**src/rtl/spi_master.sv**
```systemverilog
// SPI initiator, mode 0 (sclk idle low, sample on rising edge), MSB first.
// Frames one word per accepted start with an active-low chip select and
// derives sclk from clk with a programmable half-period.
module spi_master #(
    parameter int width  = 8,   // bits per transaction, >= 2
    parameter int clkdiv = 4    // sclk half-period in clk cycles, >= 2
) (
    input  logic             clk,
    input  logic             rst_n,
    input  logic             start,
    input  logic [width-1:0] txData,
    output logic [width-1:0] rxData,
    output logic             busy,
    output logic             done,
    output logic             sclk,
    output logic             cs,
    output logic             mosi,
    input  logic             miso
);

    localparam int DIV_W = (clkdiv > 1) ? $clog2(clkdiv) : 1;
    localparam int CNT_W = $clog2(width + 1);

    typedef enum logic [2:0] {
        IDLE,
        SETUP,
        HIGH,
        LOW,
        HOLD,
        FINISH
    } state_t;

    state_t             state_q, state_d;
    logic [DIV_W-1:0]   div_q, div_d;
    logic [CNT_W-1:0]   bit_q, bit_d;
    logic [width-1:0]   tx_q, tx_d;
    logic [width-1:0]   rx_q, rx_d;
    logic [width-1:0]   rx_data_q, rx_data_d;
    logic               sclk_q, sclk_d;
    logic               cs_q, cs_d;
    logic               busy_q, busy_d;
    logic               done_q, done_d;

    logic               phase_end;
    logic [CNT_W-1:0]   bit_inc;
    logic               last_bit;

    // Every timed phase (SETUP/HIGH/LOW/HOLD) lasts exactly clkdiv cycles.
    assign phase_end = (div_q == DIV_W'(clkdiv - 1));
    assign bit_inc   = bit_q + CNT_W'(1);
    assign last_bit  = (bit_inc == CNT_W'(width));

    assign rxData = rx_data_q;
    assign busy   = busy_q;
    assign done   = done_q;
    assign sclk   = sclk_q;
    assign cs     = cs_q;
    assign mosi   = tx_q[width-1];

    // State register and all datapath flops; asynchronous reset clears everything.
    always_ff @(posedge clk or negedge rst_n) begin
        if (!rst_n) begin
            state_q   <= IDLE;
            div_q     <= '0;
            bit_q     <= '0;
            tx_q      <= '0;
            rx_q      <= '0;
            rx_data_q <= '0;
            sclk_q    <= 1'b0;
            cs_q      <= 1'b1;
            busy_q    <= 1'b0;
            done_q    <= 1'b0;
        end else begin
            state_q   <= state_d;
            div_q     <= div_d;
            bit_q     <= bit_d;
            tx_q      <= tx_d;
            rx_q      <= rx_d;
            rx_data_q <= rx_data_d;
            sclk_q    <= sclk_d;
            cs_q      <= cs_d;
            busy_q    <= busy_d;
            done_q    <= done_d;
        end
    end

    // Next-state and registered-output logic; sclk rises sample miso, falls advance mosi.
    always_comb begin
        state_d   = state_q;
        div_d     = div_q;
        bit_d     = bit_q;
        tx_d      = tx_q;
        rx_d      = rx_q;
        rx_data_d = rx_data_q;
        sclk_d    = sclk_q;
        cs_d      = cs_q;
        busy_d    = busy_q;
        done_d    = 1'b0;

        case (state_q)
            IDLE: begin
                if (start) begin
                    state_d = SETUP;
                    tx_d    = txData;
                    bit_d   = '0;
                    div_d   = '0;
                    cs_d    = 1'b0;
                    busy_d  = 1'b1;
                end
            end

            SETUP: begin
                if (phase_end) begin
                    state_d = HIGH;
                    div_d   = '0;
                    sclk_d  = 1'b1;
                    rx_d    = {rx_q[width-2:0], miso};
                end else begin
                    div_d = div_q + DIV_W'(1);
                end
            end

            HIGH: begin
                if (phase_end) begin
                    div_d  = '0;
                    sclk_d = 1'b0;
                    bit_d  = bit_inc;
                    if (last_bit) begin
                        // Last bit stays on mosi through the hold phase.
                        state_d = HOLD;
                    end else begin
                        state_d = LOW;
                        tx_d    = {tx_q[width-2:0], 1'b0};
                    end
                end else begin
                    div_d = div_q + DIV_W'(1);
                end
            end

            LOW: begin
                if (phase_end) begin
                    state_d = HIGH;
                    div_d   = '0;
                    sclk_d  = 1'b1;
                    rx_d    = {rx_q[width-2:0], miso};
                end else begin
                    div_d = div_q + DIV_W'(1);
                end
            end

            HOLD: begin
                if (phase_end) begin
                    state_d   = FINISH;
                    div_d     = '0;
                    cs_d      = 1'b1;
                    done_d    = 1'b1;
                    rx_data_d = rx_q;
                    tx_d      = '0;
                end else begin
                    div_d = div_q + DIV_W'(1);
                end
            end

            FINISH: begin
                // start is ignored here; busy drops as we return to IDLE.
                state_d = IDLE;
                busy_d  = 1'b0;
            end

            default: begin
                state_d = IDLE;
            end
        endcase
    end

endmodule

```
**config.mk**
```make
export PLATFORM = sky130hd
export DESIGN_NAME = spi_master
export DESIGN_NICKNAME = d
export VERILOG_FILES = /design/src/rtl/spi_master.sv
export SDC_FILE = /design/constraint.sdc
export NUM_CORES = 1
export LEC_CHECK = 0
export ABC_AREA = 1
export CORE_UTILIZATION = 45
export CTS_CLUSTER_SIZE = 24
export DETAILED_ROUTE_END_ITERATION = 8
export GPL_TIMING_DRIVEN = 0
export MAX_ROUTING_LAYER = met4
export PLACE_DENSITY = 0.67
export REMOVE_ABC_BUFFERS = 1
export SYNTH_ARGS = -nofsm -noshare
export SYNTH_HDL_FRONTEND = slang
export SYNTH_SLANG_ARGS = --single-unit
```
**constraint.sdc**
```tcl
create_clock -name clk -period 2 [get_ports clk]
set_clock_uncertainty 0.05 [all_clocks]
set_input_delay 0.4 -clock clk [delete_from_list [all_inputs] [get_ports clk]]
set_output_delay 0.4 -clock clk [all_outputs]
set_load 0.005 [all_outputs]
```
==> metrics, run 1 <==
pins over their slew limit=0; number of iterations in the first detailed-routing pass=4; via count of the first global-routing pass=~1400; GRT Overall Usage=between 10% and 20%; TritonCTS sink count=37; cell family contributing the most delay on the critical path=flip-flops; maximum count of clock buffers along a single path=2; netlist area before placement=about 0.0018 mm2; Critical Path AT=~1.3 ns; total negative slack for setup checks=0 ns; cells along the critical path=clkdlybuf4s50_1; VDD IR max=0.000572 V; most area-consuming cells after synthesis=dfrtp_1 (49%), nand2_1 (15%), nand3_1 (7.0%); Final Hold Vio Count=0; Core Footprint=between 0.003 and 0.004 mm2; wirelength, routed=3280 um; critical-path maximum fanout=2; fin crit period=approximately 1.7 ns; clock-pin slew of the registers on the worst-case setup and hold paths=0.07 ns; Post-DRT Antenna Nets=0; final cycle utilization of the critical path=between 80% and 90%; antenna diode count=0; share of final-layout standard cells stronger than drive strength 1=16.7%; setup repair after global routing missed its margin=no; power per cell area=1270 mW/mm2; drt first-iter violations=71; H-Tree Depth=2; critical path required time=approximately 1.6 ns; Hold-fix buffers, CTS=0; Worst-Margin Slew=0.807 ns; cell at the slowest stage of the critical path=dfstp_2; endpoint of the most critical register-to-register path=tx_q[6]$_DFFE_PN0P_; library cells used by synthesis=24; via density per instance=roughly 4.9; cell row count=22; setup violators final=0; Die Ht=between 60 and 70 um; sequential fraction of the synthesis area=50.2%; placer's final routability congestion estimate=between 0.7 and 0.8; root buffer cell=clkbuf_8; clock buffers created by TritonCTS=5; design area=around 0.0022 mm2; total of warnings raised by yosys=0; sum of net half-perimeters after detailed placement=about 2300 um; Resized cells post-CTS=0; total of flip-flops plus latches after synthesis=37; reg-to-reg slack, setup=0.28 ns; number of top-level design ports=25; global-route wire length before repair=between 6000 and 7000 um; pin count of the biggest net entering global routing=38; per-instance average area after synthesis=about 9.0 um2; startpoint type of the worst setup path=register; timing-limited maximum frequency=573 MHz; minimum hold slack=0.147 ns; leakage=1.09 nW; via count=between 1000 and 1500; slew margin rel.=between 40% and 50%; result of the run=complete, no violations; CP endpoint kind=primary output; number of stages on the worst setup path=1; clock tree from TritonCTS=yes; post-synth top area share=between 40% and 50%; worst setup path category=register to primary output; PnR Total Power=2.80 mW; latest clock arrival within the worst-skew pair=between 0.2 and 0.3 ns; max-cap violation count=0; detail-routed net length per standard cell=roughly 12 um; die span in x=66.1 um; beginning of the worst register-to-register path=div_q[0]$_DFFE_PN0P_; Final nets=about 250; antenna violations before repair=0; worst hold path class=input port to async pin; Synth area leader=dfrtp_1; effective utilization at floorplan=between 40% and 50%; residual overflow from global routing=0; Layout area overhead=18.9%; most common cell after layout, fill and taps aside=nand2_1; length in cells of the worst reg-to-reg path=8; critical path's largest stage delay=around 0.53 ns; DR DRC count=0; commonest cells after routing, fill and taps aside=nand2_1 (74), dfrtp_1 (36), nand3_1 (26), clkdlybuf4s50_1 (23), inv_1 (16); worst setup margin=0.253 ns; instance area after placement=about 0.0021 mm2; Setup Fix Bufs, Post-CTS=0; buffer and inverter count on the worst path=1; floorplan die area=between 0.004 and 0.005 mm2; synthesized instance count=~210; number of port buffers=24; pre-CTS setup slack=~0.27 ns
[state kept, by name, summed over array words and instances, names as in the netlist]
name and cells:
state_q 3, rx_q 8, bit_q 4, busy 1
div_q 2, rxData 8, sclk 1, cs 1
tx_q 8, done 1
[how the worst max path moves through the flow]
stage,start,end,slack (ns)
2_1_floorplan,div_q[0]$_DFFE_PN0P_,tx_q[7]$_DFFE_PN0P_,0.53
4_1_cts,cs$_DFFE_PN1P_,cs,0.24
3_5_place_dp,start,tx_q[2]$_DFFE_PN0P_,0.27
6_report,cs$_DFFE_PN1P_,cs,0.25
5_1_grt,div_q[0]$_DFFE_PN0P_,tx_q[7]$_DFFE_PN0P_,0.12
3_3_place_gp,rst_n,tx_q[1]$_DFFE_PN0P_,-0.40
[cell type report]
type / instances / area (um2)
sequential: 37 / 927
multi-input combinational: 145 / 798
fill: 360 / 1600
clock inverter: 1 / 5.00
timing repair buffer: 24 / 235
clock buffer: 7 / 96.3
inverter: 20 / 75.1
tap: 48 / 60.1
[kinds of logic (layout without fill, tap and decap cells)]
| group | Yosys count | after routing | share of synthesized area [%] |
|---|---|---|---|
| simple gates | 117 | 117 | 31.7 |
| flops | 37 | 37 | 50.2 |
| compound gates | 26 | 26 | 10.2 |
| buf+inv | 24 | 52 | 6.63 |
| fa+ha+maj | 2 | 2 | 1.35 |
[metal layers]
layer	vias up	share of wire, %	GRT usage, %
met5	-	0	-
met4	0	2.6	11.2
met3	7	2.9	3.62
met2	23	45	30.1
met1	638	50	23.5
li1	720	-	-
[report_power, final]
part	leakage [nW]	switching (mW)	total (mW)	internal (mW)
sequential	0.475	0.150	1.11	0.960
clock	0.0542	0.257	0.569	0.311
combinational	0.559	0.710	1.12	0.410
total	1.09	1.12	2.80	1.68
[synthesized netlist by cell type, drive strengths merged]
library cell,number
nor2,7
a21oi,4
inv,20
nand3,28
nand4,2
o21ai,20
nand2,78
buf,3
dfstp,1
nand3b,1
o31ai,2
clkbuf,1
ha,2
nor3,1
dfrtp,36
[stage by stage]
| step | util, % | cells |
|---|---|---|
| after global placement | 55.3 | 274 |
| after global routing | 57.8 | 282 |
| after CTS | 57.8 | 282 |
| after detailed placement | 55.2 | 274 |
| final | 57.8 | 282 |
| after floorplan | - | 202 |
Power figures use the tool's default switching activity.
==> run 2, diff against run 1 <==
--- a/config.mk
+++ b/config.mk
@@ -5,13 +5,13 @@
 export SDC_FILE = /design/constraint.sdc
 export NUM_CORES = 1
 export LEC_CHECK = 0
-export ABC_AREA = 1
 export CORE_UTILIZATION = 45
+export CTS_CLUSTER_DIAMETER = 80
 export CTS_CLUSTER_SIZE = 24
 export DETAILED_ROUTE_END_ITERATION = 8
 export GPL_TIMING_DRIVEN = 0
 export MAX_ROUTING_LAYER = met4
-export PLACE_DENSITY = 0.67
+export PLACE_DENSITY = 0.68
 export REMOVE_ABC_BUFFERS = 1
 export SYNTH_ARGS = -nofsm -noshare
 export SYNTH_HDL_FRONTEND = slang
==> metrics, run 2 <==
result of the run=complete, no violations; pin count of the biggest net entering global routing=38 (unchanged); drt first-iter violations=48 (-32%); latest clock arrival within the worst-skew pair=0.29 ns (about the same); clock buffers created by TritonCTS=5 (unchanged); cells along the critical path=nor2_2 > and3_1 > mux2_2; Post-synth ARST share=100% (unchanged); Final Hold Vio Count=0 (unchanged); clock tree from TritonCTS=yes; critical path required time=2.13 ns (+0.58 ns); Die Ht=64.7 um (-2.1%); fin crit period=1.89 ns (+0.145 ns); sequential fraction of the synthesis area=52.4% (+2.2 points); Critical Path AT=2.02 ns (+0.72 ns); detail-routed net length per standard cell=15.2 um (+30%); buffer and inverter count on the worst path=0 (-1); timing-limited maximum frequency=529 MHz (-7.7%); GRT Overall Usage=18.6% (-0.72 points); TritonCTS sink count=37 (unchanged); minimum hold slack=0.144 ns (-0.00306 ns); via density per instance=5.66 (+15%); pins over their slew limit=0 (unchanged); Core Footprint=0.00372 mm2 (-2.2%); library cells used by synthesis=34 (+42%); maximum count of clock buffers along a single path=2 (unchanged); most common cell after layout, fill and taps aside=dfrtp_1; placer's final routability congestion estimate=0.680 (-13%); worst hold path class=input port to async pin; Final nets=187 (-24%); commonest cells after routing, fill and taps aside=dfrtp_1 (35), clkdlybuf4s50_1 (23), mux2_2 (19), nand2_1 (16), o21ai_0 (13); clock-pin slew of the registers on the worst-case setup and hold paths=0.08 ns (about the same); slew margin rel.=46.2% (about the same); synthesized instance count=149 (-28%); Filler Cell Count=334 (-7.2%); number of port buffers=24 (unchanged); total of warnings raised by yosys=0 (unchanged); most area-consuming cells after synthesis=dfrtp_1 (51%), mux2_2 (12%), mux2_4 (5.9%); critical path's largest stage delay=0.51 ns (-0.02 ns); critical-path maximum fanout=10 (+8); post-synth top area share=50.9% (+2.2 points); residual overflow from global routing=0 (unchanged); global-route wire length before repair=5700 um (-6.3%); die span in x=64.7 um (-2.1%); most used standard cell by instance count after synthesis=dfrtp_1; cell family contributing the most delay on the critical path=simple AND/OR/NAND/NOR gates; via count=1256 (-9.5%); leakage=0.939 nW (-14%); sum of net half-perimeters after detailed placement=2290 um (+1.8%); power per cell area=695 mW/mm2 (-45%); total of flip-flops plus latches after synthesis=37 (unchanged); cell at the slowest stage of the critical path=dfrtp_1; via count of the first global-routing pass=1313 (-4.4%); root buffer cell=clkbuf_8; netlist area before placement=0.00177 mm2 (-4.3%); antenna violations before repair=0 (unchanged); Layout area overhead=21.4%; wirelength, routed=3360 um (+2.6%); number of top-level design ports=25 (unchanged); setup violators final=0 (unchanged); Layout Utilization=57.8% (-0.062 points); antenna diode count=0 (unchanged); share of final-layout standard cells stronger than drive strength 1=25.3% (+8.6 points); number of synthesized flops with an enable pin=0 (unchanged); final cycle utilization of the critical path=94.6% (+7.3 points); Synth area leader=dfrtp_1; setup repair after global routing missed its margin=no; cell row count=22 (unchanged); CP endpoint kind=register; VDD IR max=0.000364 V (-36%); max-cap violation count=0 (unchanged); DR DRC count=0 (unchanged); floorplan die area=0.00419 mm2 (-4.1%); Worst-Margin Slew=0.807 ns (-0.000474 ns); H-Tree Depth=2 (unchanged); effective utilization at floorplan=47.6% (-1.0 points); per-instance average area after synthesis=11.9 um2 (+32%); number of iterations in the first detailed-routing pass=4 (unchanged); startpoint type of the worst setup path=register; Post-DRT Antenna Nets=0 (unchanged); worst setup path category=register to register; Synth top cells by count=dfrtp_1 (36), mux2_2 (19), nand2_1 (16); most instantiated flip-flop cell in the synthesis netlist=dfrtp_1
## run 2: final cells by class
type	instances	area (um2)	share of cell area (%)
sequential	37	928	43.2
multi-input combinational	102	792	36.9
timing repair buffer	24	235	11.0
clock buffer	6	82.6	3.85
tap	48	60.1	2.80
clock inverter	2	37.5	1.75
inverter	3	11.3	0.524
## run 2: kinds of logic (layout without fill, tap and decap cells)
group / Yosys count / count (layout) / synth area share [%]
AOI/OAI and AO/OA: 39 / 39 / 14.3
xor gates and xnor gates: 1 / 1 / 0.495
adders and majority gates: 2 / 2 / 1.41
buffers and inverters: 10 / 35 / 3.47
DFF: 37 / 37 / 52.4
muxes: 27 / 27 / 18.6
and+or+nand+nor: 33 / 33 / 9.34
## run 2: through the flow
step | setup TNS [ns] | setup slack (ns) | cells | total power, mW | area [um2]
6_report | 0 | 0.108 | 222 | 1.49 | 2150
5_1_grt | 0 | 0.000247 | 222 | 1.54 | 2150
4_1_cts | 0 | 0.0346 | 222 | 1.50 | 2140
3_5_place_dp | -3.07 | -0.338 | 214 | 0.827 | 2010
3_3_place_gp | -15.50 | -0.362 | 214 | 0.824 | 2020
2_1_floorplan | -0.451 | -0.0645 | 142 | 0.783 | 1720
## run 2: layer usage
| metal | global-route usage, % | vias to the layer above | routed length [um] |
|---|---|---|---|
| li1 | - | 586 | - |
| met5 | - | - | 0 |
| met2 | 31.8 | 28 | 1680 |
| met1 | 20.1 | 632 | 1490 |
| met3 | 4.23 | 10 | 125 |
| met4 | 9.72 | 0 | 70 |
## run 2: what timing repair did
action	CTS	global route
gates cloned	0	0
pin swaps	0	0
endpoints found under the setup margin	17	7
buffers inserted	0	0
resized for setup	3	1
hold buffers	0	0
## run 2: worst register-to-register path, cell delays in order (launching register included)
cell and delay (ns):
dfrtp_1 0.51, nor2_2 0.35, and3_1 0.48, mux2_2 0.39
## run 2: path summary, 6_finish.rpt
kind,cells past startpoint,to,from,slack [ns]
setup / recovery,3,rxData[3]$_DFFE_PN0P_,state_q[1]$_DFFE_PN0P_,0.11
hold / removal,1,bit_q[3]$_DFFE_PN0P_,rst_n,0.14
setup reg to reg,3,rxData[3]$_DFFE_PN0P_,state_q[1]$_DFFE_PN0P_,0.11
hold reg to reg,2,sclk$_DFFE_PN0P_,sclk$_DFFE_PN0P_,0.44
max in group asynchronous,1,state_q[2]$_DFFE_PN0P_,rst_n,1.21
min in group clk,2,sclk$_DFFE_PN0P_,sclk$_DFFE_PN0P_,0.44
## run 2: where the power goes
part	total, mW	switching [mW]	internal, mW
logic	0.0480	0.0230	0.0250
clock network	0.682	0.276	0.405
registers	0.762	0.00584	0.756
total	1.49	0.305	1.19
